## src/rtl/axis_adc_pkg.sv

```systemverilog
// axis_adc_pkg: lane width, sample decode and decimation clamp shared by the ADC front end
package axis_adc_pkg;
  localparam int LANE_W = 16;
  function automatic logic [LANE_W-1:0] decode(input logic [LANE_W-1:0] raw, input int w,
                                               input logic derand, input logic offset_bin);
    logic [LANE_W-1:0] v;
    v = raw;
    for (int i = 1; i < LANE_W; i++) if (derand && i < w) v[4'(i)] = raw[4'(i)] ^ raw[0];
    if (offset_bin) v[4'(w-1)] = ~v[4'(w-1)];
    for (int i = 0; i < LANE_W; i++) if (i >= w) v[4'(i)] = v[4'(w-1)];
    return v;
  endfunction
  function automatic logic [3:0] clamp_d(input logic [3:0] d, input int max_d);
    return (int'(d) > max_d) ? 4'(max_d) : d;
  endfunction
endpackage

```

## src/rtl/axis_adc_multich_if.sv

```systemverilog
// axis_adc_multich_if: AXI-Stream result bus carrying N_CH sign-extended 16-bit lanes
interface axis_adc_multich_if #(parameter int N_CH = 2) ();
  import axis_adc_pkg::*;
  logic tready;
  logic tvalid;
  logic [N_CH*LANE_W-1:0] tdata;
  modport master(input tready, output tvalid, output tdata);
  modport slave(output tready, input tvalid, input tdata);
endinterface

```

## src/rtl/axis_adc_lane.sv

```systemverilog
// axis_adc_lane: one channel's decode, input register, window accumulator and averaging shift
module axis_adc_lane
  import axis_adc_pkg::*;
#(
  parameter int W = 14,
  parameter int A = 22
) (
  input  logic              aclk,
  input  logic              areset,
  input  logic              derand,
  input  logic              offset_bin,
  input  logic              first,
  input  logic [3:0]        shift,
  input  logic [W-1:0]      dat,
  output logic [LANE_W-1:0] res
);
  logic signed [W-1:0] in_q;
  logic signed [A-1:0] acc;
  always_ff @(posedge aclk or posedge areset)
    if (areset) begin
      in_q <= '0;
      acc  <= '0;
    end else begin
      in_q <= W'(decode(LANE_W'(dat), W, derand, offset_bin));
      acc  <= first ? A'(in_q) : acc + A'(in_q);
    end
  // arithmetic shift floors toward -inf, giving the block average
  assign res = LANE_W'(acc >>> shift);
endmodule

```

## src/rtl/axis_adc_multich.sv

```systemverilog
// axis_adc_multich: N_CH ADC capture with optional 2^D block averaging onto an AXI-Stream master
module axis_adc_multich
  import axis_adc_pkg::*;
#(
  parameter int ADC_DATA_WIDTH = 14,
  parameter int N_CH = 2,
  parameter int MAX_LOG2_DEC = 8
) (
  input  logic                           aclk,
  input  logic                           areset,
  input  logic                           cfg_derand,
  input  logic                           cfg_offset_bin,
  input  logic [3:0]                     cfg_log2_dec,
  input  logic [N_CH*ADC_DATA_WIDTH-1:0] adc_dat,
  output logic                           adc_csn,
  axis_adc_multich_if.master             m_axis,
  output logic [31:0]                    sts_overflow_cnt
);
  localparam int CW = MAX_LOG2_DEC + 1;
  logic [CW-1:0] cnt;
  logic [3:0] d_cur, d1, d2;
  logic first1, last1, done2, last, load;
  logic [N_CH*LANE_W-1:0] res;
  assign adc_csn = 1'b1;
  // D is only re-read at window start; otherwise the window keeps its latched value
  always_comb begin
    d_cur = (cnt == '0) ? clamp_d(cfg_log2_dec, MAX_LOG2_DEC) : d1;
    last  = cnt == (CW'(1) << d_cur) - CW'(1);
    load  = done2 && (!m_axis.tvalid || m_axis.tready);
  end
  // control flags travel alongside the samples: stage 1 with the input register, stage 2 with the accumulator
  always_ff @(posedge aclk or posedge areset)
    if (areset) begin
      cnt    <= '0;
      d1     <= '0;
      d2     <= '0;
      first1 <= 1'b0;
      last1  <= 1'b0;
      done2  <= 1'b0;
    end else begin
      cnt    <= last ? '0 : cnt + 1'b1;
      d1     <= d_cur;
      first1 <= cnt == '0;
      last1  <= last;
      done2  <= last1;
      d2     <= d1;
    end
  for (genvar c = 0; c < N_CH; c++) begin : g_lane
    axis_adc_lane #(.W(ADC_DATA_WIDTH), .A(ADC_DATA_WIDTH + MAX_LOG2_DEC)) u_lane (
      .aclk      (aclk),
      .areset    (areset),
      .derand    (cfg_derand),
      .offset_bin(cfg_offset_bin),
      .first     (first1),
      .shift     (d2),
      .dat       (adc_dat[c*ADC_DATA_WIDTH +: ADC_DATA_WIDTH]),
      .res       (res[c*LANE_W +: LANE_W])
    );
  end
  always_ff @(posedge aclk or posedge areset)
    if (areset) begin
      m_axis.tvalid    <= 1'b0;
      m_axis.tdata     <= '0;
      sts_overflow_cnt <= '0;
    end else begin
      if (load) begin
        m_axis.tvalid <= 1'b1;
        m_axis.tdata  <= res;
      end else if (m_axis.tready) m_axis.tvalid <= 1'b0;
      if (done2 && m_axis.tvalid && !m_axis.tready && sts_overflow_cnt != '1)
        sts_overflow_cnt <= sts_overflow_cnt + 1'b1;
    end
endmodule

```

## src/flat_wrapper.sv

```systemverilog
// flat-port wrapper written by rule: the top's interface ports become plain ports
module axis_adc_multich_flat import axis_adc_pkg::*;
#(
  parameter int ADC_DATA_WIDTH = 14,
  parameter int N_CH = 2,
  parameter int MAX_LOG2_DEC = 8
)
  (aclk, areset, cfg_derand, cfg_offset_bin, cfg_log2_dec, adc_dat, adc_csn, sts_overflow_cnt, m_axis_tready, m_axis_tvalid, m_axis_tdata);
  axis_adc_multich_if #(.N_CH(N_CH)) m_axis_i ();
  input  logic aclk;
  input  logic areset;
  input  logic cfg_derand;
  input  logic cfg_offset_bin;
  input  logic [3:0] cfg_log2_dec;
  input  logic [N_CH*ADC_DATA_WIDTH-1:0] adc_dat;
  output logic adc_csn;
  output logic [31:0] sts_overflow_cnt;
  input wire logic [$bits(m_axis_i.tready)-1:0] m_axis_tready;
  output wire logic [$bits(m_axis_i.tvalid)-1:0] m_axis_tvalid;
  output wire logic [$bits(m_axis_i.tdata)-1:0] m_axis_tdata;
  assign m_axis_i.tready = m_axis_tready;
  assign m_axis_tvalid = m_axis_i.tvalid;
  assign m_axis_tdata = m_axis_i.tdata;
  axis_adc_multich #(.ADC_DATA_WIDTH(ADC_DATA_WIDTH), .N_CH(N_CH), .MAX_LOG2_DEC(MAX_LOG2_DEC)) u_core (.aclk(aclk), .areset(areset), .cfg_derand(cfg_derand), .cfg_offset_bin(cfg_offset_bin), .cfg_log2_dec(cfg_log2_dec), .adc_dat(adc_dat), .adc_csn(adc_csn), .m_axis(m_axis_i), .sts_overflow_cnt(sts_overflow_cnt));
endmodule
```

## config.mk

```make
export PLATFORM = sky130hd
export DESIGN_NAME = axis_adc_multich_flat
export DESIGN_NICKNAME = d
export VERILOG_FILES = /design/src/rtl/axis_adc_pkg.sv /design/src/rtl/axis_adc_multich_if.sv /design/src/rtl/axis_adc_lane.sv /design/src/rtl/axis_adc_multich.sv /design/src/flat_wrapper.sv
export SDC_FILE = /design/constraint.sdc
export NUM_CORES = 1
export LEC_CHECK = 0
export ABC_AREA = 1
export BUFFER_PORTS_ARGS = -buffer_cell sky130_fd_sc_hd__clkbuf_2
export CORE_UTILIZATION = 45
export DETAILED_ROUTE_END_ITERATION = 10
export HOLD_SLACK_MARGIN = 0.05
export PLACE_DENSITY = 0.6
export SYNTH_ARGS = -nofsm -noshare
export SYNTH_HDL_FRONTEND = slang
export SYNTH_SLANG_ARGS = --single-unit
```

## constraint.sdc

```tcl
create_clock -name aclk -period 12.55 [get_ports aclk]
set_input_delay 2.51 -clock aclk [delete_from_list [all_inputs] [get_ports aclk]]
set_output_delay 2.51 -clock aclk [all_outputs]
set_load 0.02 [all_outputs]
```

==> flow_summary.toml, run 1 <==
[layout]
drive_gt1_share_pct = 13.2
antenna_cells = 0
final_area_um2 = 11700
most-common-layout-cells = "445 x nand2_1, 157 x dfrtp_1, 127 x o21ai_0"
final_cells = 1826
syn_to_final_growth_pct = 12.5
layout_commonest_cell = "nand2_1"
layout.nets = 1613

[worst_setup_path]
path_cells = "clkbuf_2 -> inv_1 -> nand3_1 -> nand2_4 -> inv_6 -> nor2_8 -> nand3_1 -> ha_1 -> xnor2_1 -> nor2_1 -> nand2_1 -> nor2_1 -> nand2_1 -> nor2_2 -> nand2_2 -> nor2_8 -> nor2_2"
slowest_stage = "ha_1"
worstSetupPathType = "in -> reg"
crit_buf_inv = 3
cp_max_fo = 10
cp.required_ns = 12.86
crit_path_end_kind = "register"
startpoint = "cfg_log2_dec[3]"
cp.arrival_ns = 4.47
r2r-start = "u_core.cnt[0]$_DFF_PP0_"
critPathMaxStageDelay_ns = 0.29
setup.worst_path.start_class = "primary input"
critPathTopFamily = "simple AND/OR/NAND/NOR gates"

[clock_tree]
cts_root_buf = "clkbuf_16"
hold_buffers = 0
clk_path_buf_depth = 2
cts_max_level = 4
cts.clk_slew.worst_paths_ns = 0.07
postCtsSetupBuffers = 0
cts-resized-gates = 0
clk_latency_ns = 0.42
cts_sinks = 157
cts_buffers = 17
cts_tree = "yes"

[grt]
grt_remaining_overflow = 0
first_global_vias = 9100
grt_usage_pct = 23.3
grt_start_max_net_pins = 87
antenna_found_initial = 0
grt_pass1_wl_um = 44900

[sta]
fin_crit_sh_pct = 33.2
fmax_mhz = 240
hold_ws_ns = 0.347
fin_skew_ns = 0.0109
tightest_slew_ns = 1.04
slew_headroom_pct = 30.0
rsz0062_at_grt = "no"
slew_viol_final = 0
setup-tns-final_ns = 0
setup_violations = 0
finalCriticalPeriod_ns = 4.16
hold_viol_final = 0

[synth]
netlist.area_leader.share_pct = 37.7
synth_area_per_cell_um2 = 7.22
synthCells = 1444
synth.distinct_cells = 42
ys_top_cells_by_area = "dfrtp_1 38%, nand2_1 16%, o21ai_0 6.1%"
ys_warn_count = 0
syn_nets = 1529
synth_area_leader_cell = "dfrtp_1"
yosysSeqAreaShare_pct = 37.7
synth_area_um2 = 10400
synth-seq-cells = 157

[die]
core_area_um2 = 22600
dieArea_um2 = 23800
pin_count = 103
die_h_um = 154
rows = 55
die_w_um = 154
initial_core_util_pct = 46.0

[flow_run]
maxCapViolations = 0

[status]
status = "finished clean"

[routing]
drt_iter0_markers = 708
vias_per_cell = 5.21
drcViolationCount = 0
drt_wl_total_um = 26200
vias = 9511
antenna_left = 0
routedWlPerCell_um = 14.3
drt_pass1_iterations = 6

[power]
pwr_density_cell_nw_per_um2 = 245
power_mw = 2.87
vdd_ir_drop_max_v = 0.000103
p_leak_nw = 5.91

[min_path]
hp-class = "reg -> reg"
hp-start = "u_core.last1$_DFF_PP0_"

[placed_design]
placed_area_um2 = 11200
io_buffer_count = 100
dp.cells = 1794
place_hpwl_um = 19600
place.gp.congestion = 0.898
## cell families after synthesis
kind of cell             after synthesis  synth area share, %
AO/OA/AOI/OAI                        253                 13.2
AND/OR/NAND/NOR                      736                 30.4
buffers and inverters                177                 6.51
flip-flops                           157                 37.7
adder cells (fa/ha/maj)               48                 5.91
XOR/XNOR                              59                 4.96
other                                  1               0.0360
multiplexers                          13                 1.25
## final cells by class
type                       count  area [um2]
clock buffer                  18         439
sequential                   157        3930
fill                        2285       10900
clock inverter                14         106
multi-input combinational   1110        5820
tap                          285         357
inverter                     133         509
timing repair buffer         109         568
## registers in the layout (all words and copies together) (netlist names)
register,count
u_core.cnt,9
u_core.d1,4
u_core.d2,4
u_core.done2,1
u_core.first1,1
u_core.g_lane.u_lane.acc,44
u_core.g_lane.u_lane.in_q,28
u_core.last1,1
u_core.m_axis.tdata,32
u_core.m_axis.tvalid,1
u_core.sts_overflow_cnt,32
## report_power, final
| group | leakage (nW) | internal [mW] | switching (mW) |
|---|---|---|---|
| logic | 3.72 | 0.553 | 1.04 |
| registers | 1.93 | 0.652 | 0.133 |
| clock network | 0.266 | 0.262 | 0.225 |
## synth_stat cells
master      n
nand2_2    11
nand3_1    80
ha_1       46
dfrtp_1   157
o221ai_1    2
a31oi_1    10
buf_2       4
fa_1        2
o21bai_1    8
a211oi_1    3
nand3b_1    3
inv_1     121
conb_1      1
o211ai_1    8
a22oi_1     4
mux2i_1    13
nor3_1     24
nor4_1     11
or2_2      14
o21ai_0   127
buf_1       7
nor2_1    107
nand2_4     3
nand3_2     5
a21boi_0    1
o21ai_1     1
a21oi_1    78
xor2_1     31
clkinv_1    3
o31ai_1     2
o21a_1      6
buf_4       1
inv_2       8
nand4_1    15
nor2_8      3
xnor2_1    28
clkbuf_1   32
nand2_1   445
nor2_2     15
inv_6       1
a221oi_1    1
a21o_1      2
## layer usage
layer  GRT usage, %  wire length (um)
met5              0                 0
met3           3.95               923
met4           5.05               306
met1           32.8             13200
met2           37.5             11800
## metrics by stage
| stage | utilization (%) | setup WS (ns) |
|---|---|---|
| 6_report | 51.8 | 8.39 |
| 5_1_grt | 51.8 | 8.17 |
| 4_1_cts | 51.8 | 8.38 |
| 3_5_place_dp | 49.4 | 7.92 |
| 3_3_place_gp | 49.4 | 7.97 |
| 2_1_floorplan | - | 5.81 |
## final timing paths
check	endpoint	slack [ns]	depth (start not counted)
min	u_core.done2$_DFF_PP0_	0.35	0
max	u_core.cnt[6]$_DFF_PP0_	8.39	17
max reg2reg	u_core.cnt[6]$_DFF_PP0_	9.61	19
min in group asynchronous	u_core.sts_overflow_cnt[0]$_DFFE_PP0P_	2.21	2
min reg2reg	u_core.done2$_DFF_PP0_	0.35	0
max in group asynchronous	u_core.m_axis.tdata[2]$_DFFE_PP0P_	8.92	3
No activity file was read; power rests on OpenSTA's default activity.
==> inputs of run 2 (changes only) <==
Clock period 12.55 ns to 3.9 ns, I/O delays scaled along.
==> run 2 against run 1 <==
Power increased to 3.3 times the previous value; critical endpoint is now u_core.cnt[4]$_DFF_PP0_; utilization increased by 0.34 points; first-iteration DRC count decreased by 28%; wire length decreased by 1.3%; global-route usage decreased by 0.14 points; largest cell class unchanged; cell count increased by 0.16%; final area increased by 0.66%; hold slack improved by 0.016 ns; sequential share of layout area decreased by 0.22 points; non-clock buffer count increased by 3.
==> flow_summary.toml, run 2 (same netlist as run 1, synthesis figures left out) <==
[clock_tree]
cts_max_level = 4
cts.clk_slew.worst_paths_ns = 0.07
postCtsSetupBuffers = 0
cts_buffers = 17
clk_latency_ns = 0.44
cts_root_buf = "clkbuf_16"
cts_sinks = 157
cts-resized-gates = 0
cts_tree = "yes"
clk_path_buf_depth = 2
hold_buffers = 0

[status]
status = "finished clean"

[layout]
most-common-layout-cells = "445 x nand2_1, 157 x dfrtp_1, 127 x o21ai_0"
regArea_um2 = 3930
utilization_pct = 52.1
syn_to_final_growth_pct = 13.3
final_cells = 1829
largest_registers = "u_core.g_lane.u_lane.acc (44), u_core.m_axis.tdata (32), u_core.sts_overflow_cnt (32)"
largest-register = "u_core.g_lane.u_lane.acc"
fillers = 2268
antenna_cells = 0
drive_gt1_share_pct = 13.3
largest_reg_flops = 44
layout_commonest_cell = "nand2_1"
multi_input_area_um2 = 5820
layout.nets = 1616

[grt]
antenna_found_initial = 0
grt_start_max_net_pins = 158
first_global_vias = 8940
grt_usage_pct = 23.2
grt_remaining_overflow = 0
grt_pass1_wl_um = 44500

[sta]
rsz0062_at_grt = "no"
tightest_slew_ns = 0.852
fmax_mhz = 344
hold_viol_final = 0
finalCriticalPeriod_ns = 2.91
slew_headroom_pct = 43.1
slew_viol_final = 0
hold_ws_ns = 0.364
fin_skew_ns = 0.0144
setup-tns-final_ns = 0
setup_violations = 0
fin_crit_sh_pct = 74.5

[die]
dieArea_um2 = 23800
pin_count = 103
die_w_um = 154
core_area_um2 = 22600
initial_core_util_pct = 46.0
die_h_um = 154
rows = 55

[routing]
vias = 9468
drt_wl_total_um = 25800
vias_per_cell = 5.18
drt_pass1_iterations = 5
routedWlPerCell_um = 14.1
drcViolationCount = 0
drt_iter0_markers = 507
antenna_left = 0

[power]
vdd_ir_drop_max_v = 0.000419
p_leak_nw = 5.94
pwr_density_cell_nw_per_um2 = 791
power_mw = 9.33

[min_path]
hp-class = "reg -> reg"

[placed_design]
io_buffer_count = 100
dp.cells = 1797
place.gp.congestion = 0.887
place_hpwl_um = 19300

[flow_run]
maxCapViolations = 0

[worst_setup_path]
critPathMaxStageDelay_ns = 0.42
cp.arrival_ns = 3.23
path_cells = "inv_1 -> ha_1 -> nand2_2 -> nor2_2 -> nand3_1 -> nand2_4 -> inv_6 -> nor2_8 -> nand3_1 -> ha_1 -> xnor2_1 -> nor2_1 -> nand2_1 -> nor2_1 -> nand2_1 -> nor2_2 -> nand2_2 -> nor2_8 -> nor2_2"
cpMostUsedCell = "nor2_2"
cp.required_ns = 4.22
slowest_stage = "dfrtp_1"
setup.worst_path.start_class = "register"
cp_max_fo = 10
worstSetupPathType = "reg -> reg"
crit_path_end_kind = "register"
## run 2: per-layer routing
| metal | track usage, % | wire length, um | vias to the layer above |
|---|---|---|---|
| met5 | 0 | 0 | - |
| met2 | 37.5 | 11800 | 169 |
| met1 | 32.8 | 12800 | 4362 |
| met4 | 6.05 | 337 | 0 |
| li1 | - | - | 4915 |
| met3 | 2.97 | 948 | 22 |
## run 2: stage by stage
stage | cell area, um2 | setup slack (ns)
6_report | 11800 | 0.993
5_1_grt | 11800 | 0.749
4_1_cts | 11800 | 0.966
3_5_place_dp | 11200 | 0.982
3_3_place_gp | 11200 | 1.02
2_1_floorplan | 10400 | 1.13
## run 2: final cells by class
class	instances	share of cell area, %
well taps	285	3.02
inverters	133	4.30
multi-input cells	1110	49.3
repair buffers	112	5.11
clock inverters	14	1.27
clock buffers	18	3.72
flip-flops and latches	157	33.3
## run 2: final timing paths
kind / startpoint / end / slack (ns) / cells past startpoint
min in group asynchronous: areset / u_core.last1$_DFF_PP0_ / 0.57 / 3
min: u_core.last1$_DFF_PP0_ / u_core.done2$_DFF_PP0_ / 0.36 / 0
min reg2reg: u_core.last1$_DFF_PP0_ / u_core.done2$_DFF_PP0_ / 0.36 / 0
max in group asynchronous: areset / u_core.g_lane[0].u_lane.in_q[11]$_DFF_PP0_ / 2.70 / 3
max: u_core.cnt[0]$_DFF_PP0_ / u_core.cnt[4]$_DFF_PP0_ / 0.99 / 19
max reg2reg: u_core.cnt[0]$_DFF_PP0_ / u_core.cnt[4]$_DFF_PP0_ / 0.99 / 19
## run 2: critical path: cells and delay by family (launching register included)
kind	cells	cell delay [ns]
fa+ha+maj	2	0.51
simple gates	14	1.53
buf+inv	2	0.18
flops	1	0.42
xor+xnor	1	0.13
## run 2: where the power goes
group / switching (mW) / internal, mW
sequential: 0.434 / 2.10
combinational: 3.33 / 1.79
clock: 0.760 / 0.919
==> inputs of run 3 (changes only) <==
Clock period 3.9 ns to 2.85 ns, I/O delays scaled along.
==> run 3 against run 2 <==
Critical endpoint unchanged; critical path depth is the same; hold slack lost 0.12 ns; highest routed layer unchanged; first-iteration DRC count grew 15%.
==> flow_summary.toml, run 3 (same netlist as run 1, synthesis figures left out) <==
[power]
netSwitchingFraction_pct = 48.3
pwr_density_cell_nw_per_um2 = 1090
vdd_ir_drop_max_v = 0.000504
p_comb_share_pct = 55.2
p_int_mw = 6.71
p_leak_nw = 6.01
clockPowerShare_pct = 18.1
p_sw_mw = 6.26
seq_power_share_pct = 26.7

[sta]
rsz0062_at_grt = "no"
tightest_slew_ns = 0.838
setup-tns-final_ns = 0
setup_violations = 0
fin_crit_sh_pct = 91.5
hold_viol_final = 0
finalCriticalPeriod_ns = 2.61
slew_viol_final = 0
slew_headroom_pct = 44.1
hold_ws_ns = 0.241
fmax_mhz = 383
fin_skew_ns = 0.0127

[die]
dieArea_um2 = 23800
initial_core_util_pct = 46.0
die_w_um = 154
core_area_um2 = 22600
die_h_um = 154
rows = 55
pin_count = 103

[worst_setup_path]
rrSetupSlack_ns = 0.24
rr_endpoint = "u_core.cnt[4]$_DFF_PP0_"
crit_path_end_kind = "register"
cp.arrival_ns = 2.93
rr_worst_depth = 19
r2r-start = "u_core.cnt[0]$_DFF_PP0_"
cp_max_fo = 6
cp.required_ns = 3.17
worstSetupPathType = "reg -> reg"
setup.worst_path.start_class = "register"

[placed_design]
placed_area_um2 = 11200
place_hpwl_um = 19700
io_buffer_count = 100
place.gp.congestion = 0.903
dp.cells = 1799

[min_path]
hp-class = "in -> reg"
hold_depth = 1
hold_end = "u_core.g_lane[0].u_lane.in_q[9]$_DFF_PP0_"
hp-start = "adc_dat[9]"

[routing]
vias_per_cell = 5.20
drt_pass1_iterations = 7
vias = 9563
drcViolationCount = 0
drt_wl_total_um = 26100
routedWlPerCell_um = 14.2
drt_iter0_markers = 584
antenna_left = 0

[clock_tree]
cts.clk_slew.worst_paths_ns = 0.07
clk_latency_ns = 0.43
cts_buffers = 17
clk_path_buf_depth = 2
cts_tree = "yes"
cts_root_buf = "clkbuf_16"
cts_sinks = 157
hold_buffers = 0
cts_max_level = 4

[layout]
regArea_um2 = 3930
layout_commonest_cell = "nand2_1"
largest_registers = "u_core.g_lane.u_lane.acc (44), u_core.m_axis.tdata (32), u_core.sts_overflow_cnt (32)"
drive_gt1_share_pct = 14.3
antenna_cells = 0
syn_to_final_growth_pct = 14.5
final_area_um2 = 11900
largest_reg_flops = 44
most-common-layout-cells = "444 x nand2_1, 157 x dfrtp_1, 127 x o21ai_0"
final_cells = 1839
largest-register = "u_core.g_lane.u_lane.acc"
fillers = 2267
multi_input_area_um2 = 5870
layout.nets = 1626
utilization_pct = 52.7

[grt]
grt_usage_pct = 23.0
grt_start_max_net_pins = 158
grt_pass1_wl_um = 44000
antenna_found_initial = 0
grt_remaining_overflow = 0
first_global_vias = 8858

[flow_run]
maxCapViolations = 0

[status]
status = "finished clean"
run 3: cell count changes in the layout (fill, tap and decap cells not counted), moves of 2 or more:
cell	previous run	this run
buf_4	11	20
nand2_4	3	6
inv_1	120	118
inv_2	8	10
nand2_2	11	9
nor2_4	0	2
run 3: final cells by class:
cell class	instances	area share, %
inverters	133	4.26
flip-flops and latches	157	32.9
repair buffers	121	5.62
well taps	285	2.99
clock inverters	15	1.48
clock buffers	17	3.56
multi-input cells	1111	49.2
run 3: per-stage QoR:
stage	power, mW	setup WS [ns]
finish	13.0	0.242
global route	14.3	0.0101
CTS	12.9	0.0119
detailed placement	10.5	0.0342
global placement	10.4	0.0671
floorplan	8.75	0.247
run 3: timing repair:
item,4_1_cts,5_1_grt
setup endpoints to repair,0,10
gates resized for setup,0,11
setup buffers,0,7
run 3: how the worst max path moves through the flow:
| stage | start | depth (start not counted) | to |
|---|---|---|---|
| 4_1_cts | u_core.cnt[0]$_DFF_PP0_ | 19 | u_core.cnt[0]$_DFF_PP0_ |
| 3_3_place_gp | u_core.cnt[1]$_DFF_PP0_ | 19 | u_core.cnt[0]$_DFF_PP0_ |
| 3_5_place_dp | u_core.cnt[0]$_DFF_PP0_ | 19 | u_core.cnt[0]$_DFF_PP0_ |
| 6_report | u_core.cnt[0]$_DFF_PP0_ | 19 | u_core.cnt[4]$_DFF_PP0_ |
| 5_1_grt | u_core.cnt[0]$_DFF_PP0_ | 19 | u_core.cnt[6]$_DFF_PP0_ |
| 2_1_floorplan | u_core.cnt[0]$_DFF_PP0_ | 19 | u_core.cnt[0]$_DFF_PP0_ |
run 3: metal layers:
layer  vias up  routed length (um)  global-route usage, %
met4         0                 304                   5.52
li1       4921                   -                      -
met5         -                   0                      0
met1      4422               12800                   32.3
met2       197               12000                   36.7
met3        23                1040                   4.23
run 3: power groups by stage:
stage / Combinational (mW) / Sequential (mW) / Clock (mW)
after floorplan: 5.27 / 3.48 / 0
after global placement: 6.91 / 3.49 / 0
after detailed placement: 6.97 / 3.51 / 0
after CTS: 7.02 / 3.47 / 2.41
after global routing: 8.24 / 3.55 / 2.50
final: 7.16 / 3.47 / 2.35
run 3: critical path: stages (launching register included):
cell	delay (ns)
dfrtp_1	0.39
inv_2	0.10
ha_4	0.15
nand2_2	0.06
nor2_4	0.14
nand3_2	0.11
nand2_4	0.10
inv_6	0.05
nor2_8	0.13
nand3_1	0.09
ha_1	0.29
xnor2_1	0.12
nor2_1	0.10
nand2_1	0.07
nor2_2	0.07
nand2_1	0.06
nor2_2	0.14
nand2_4	0.10
nor2_4	0.20
nor2_2	0.04
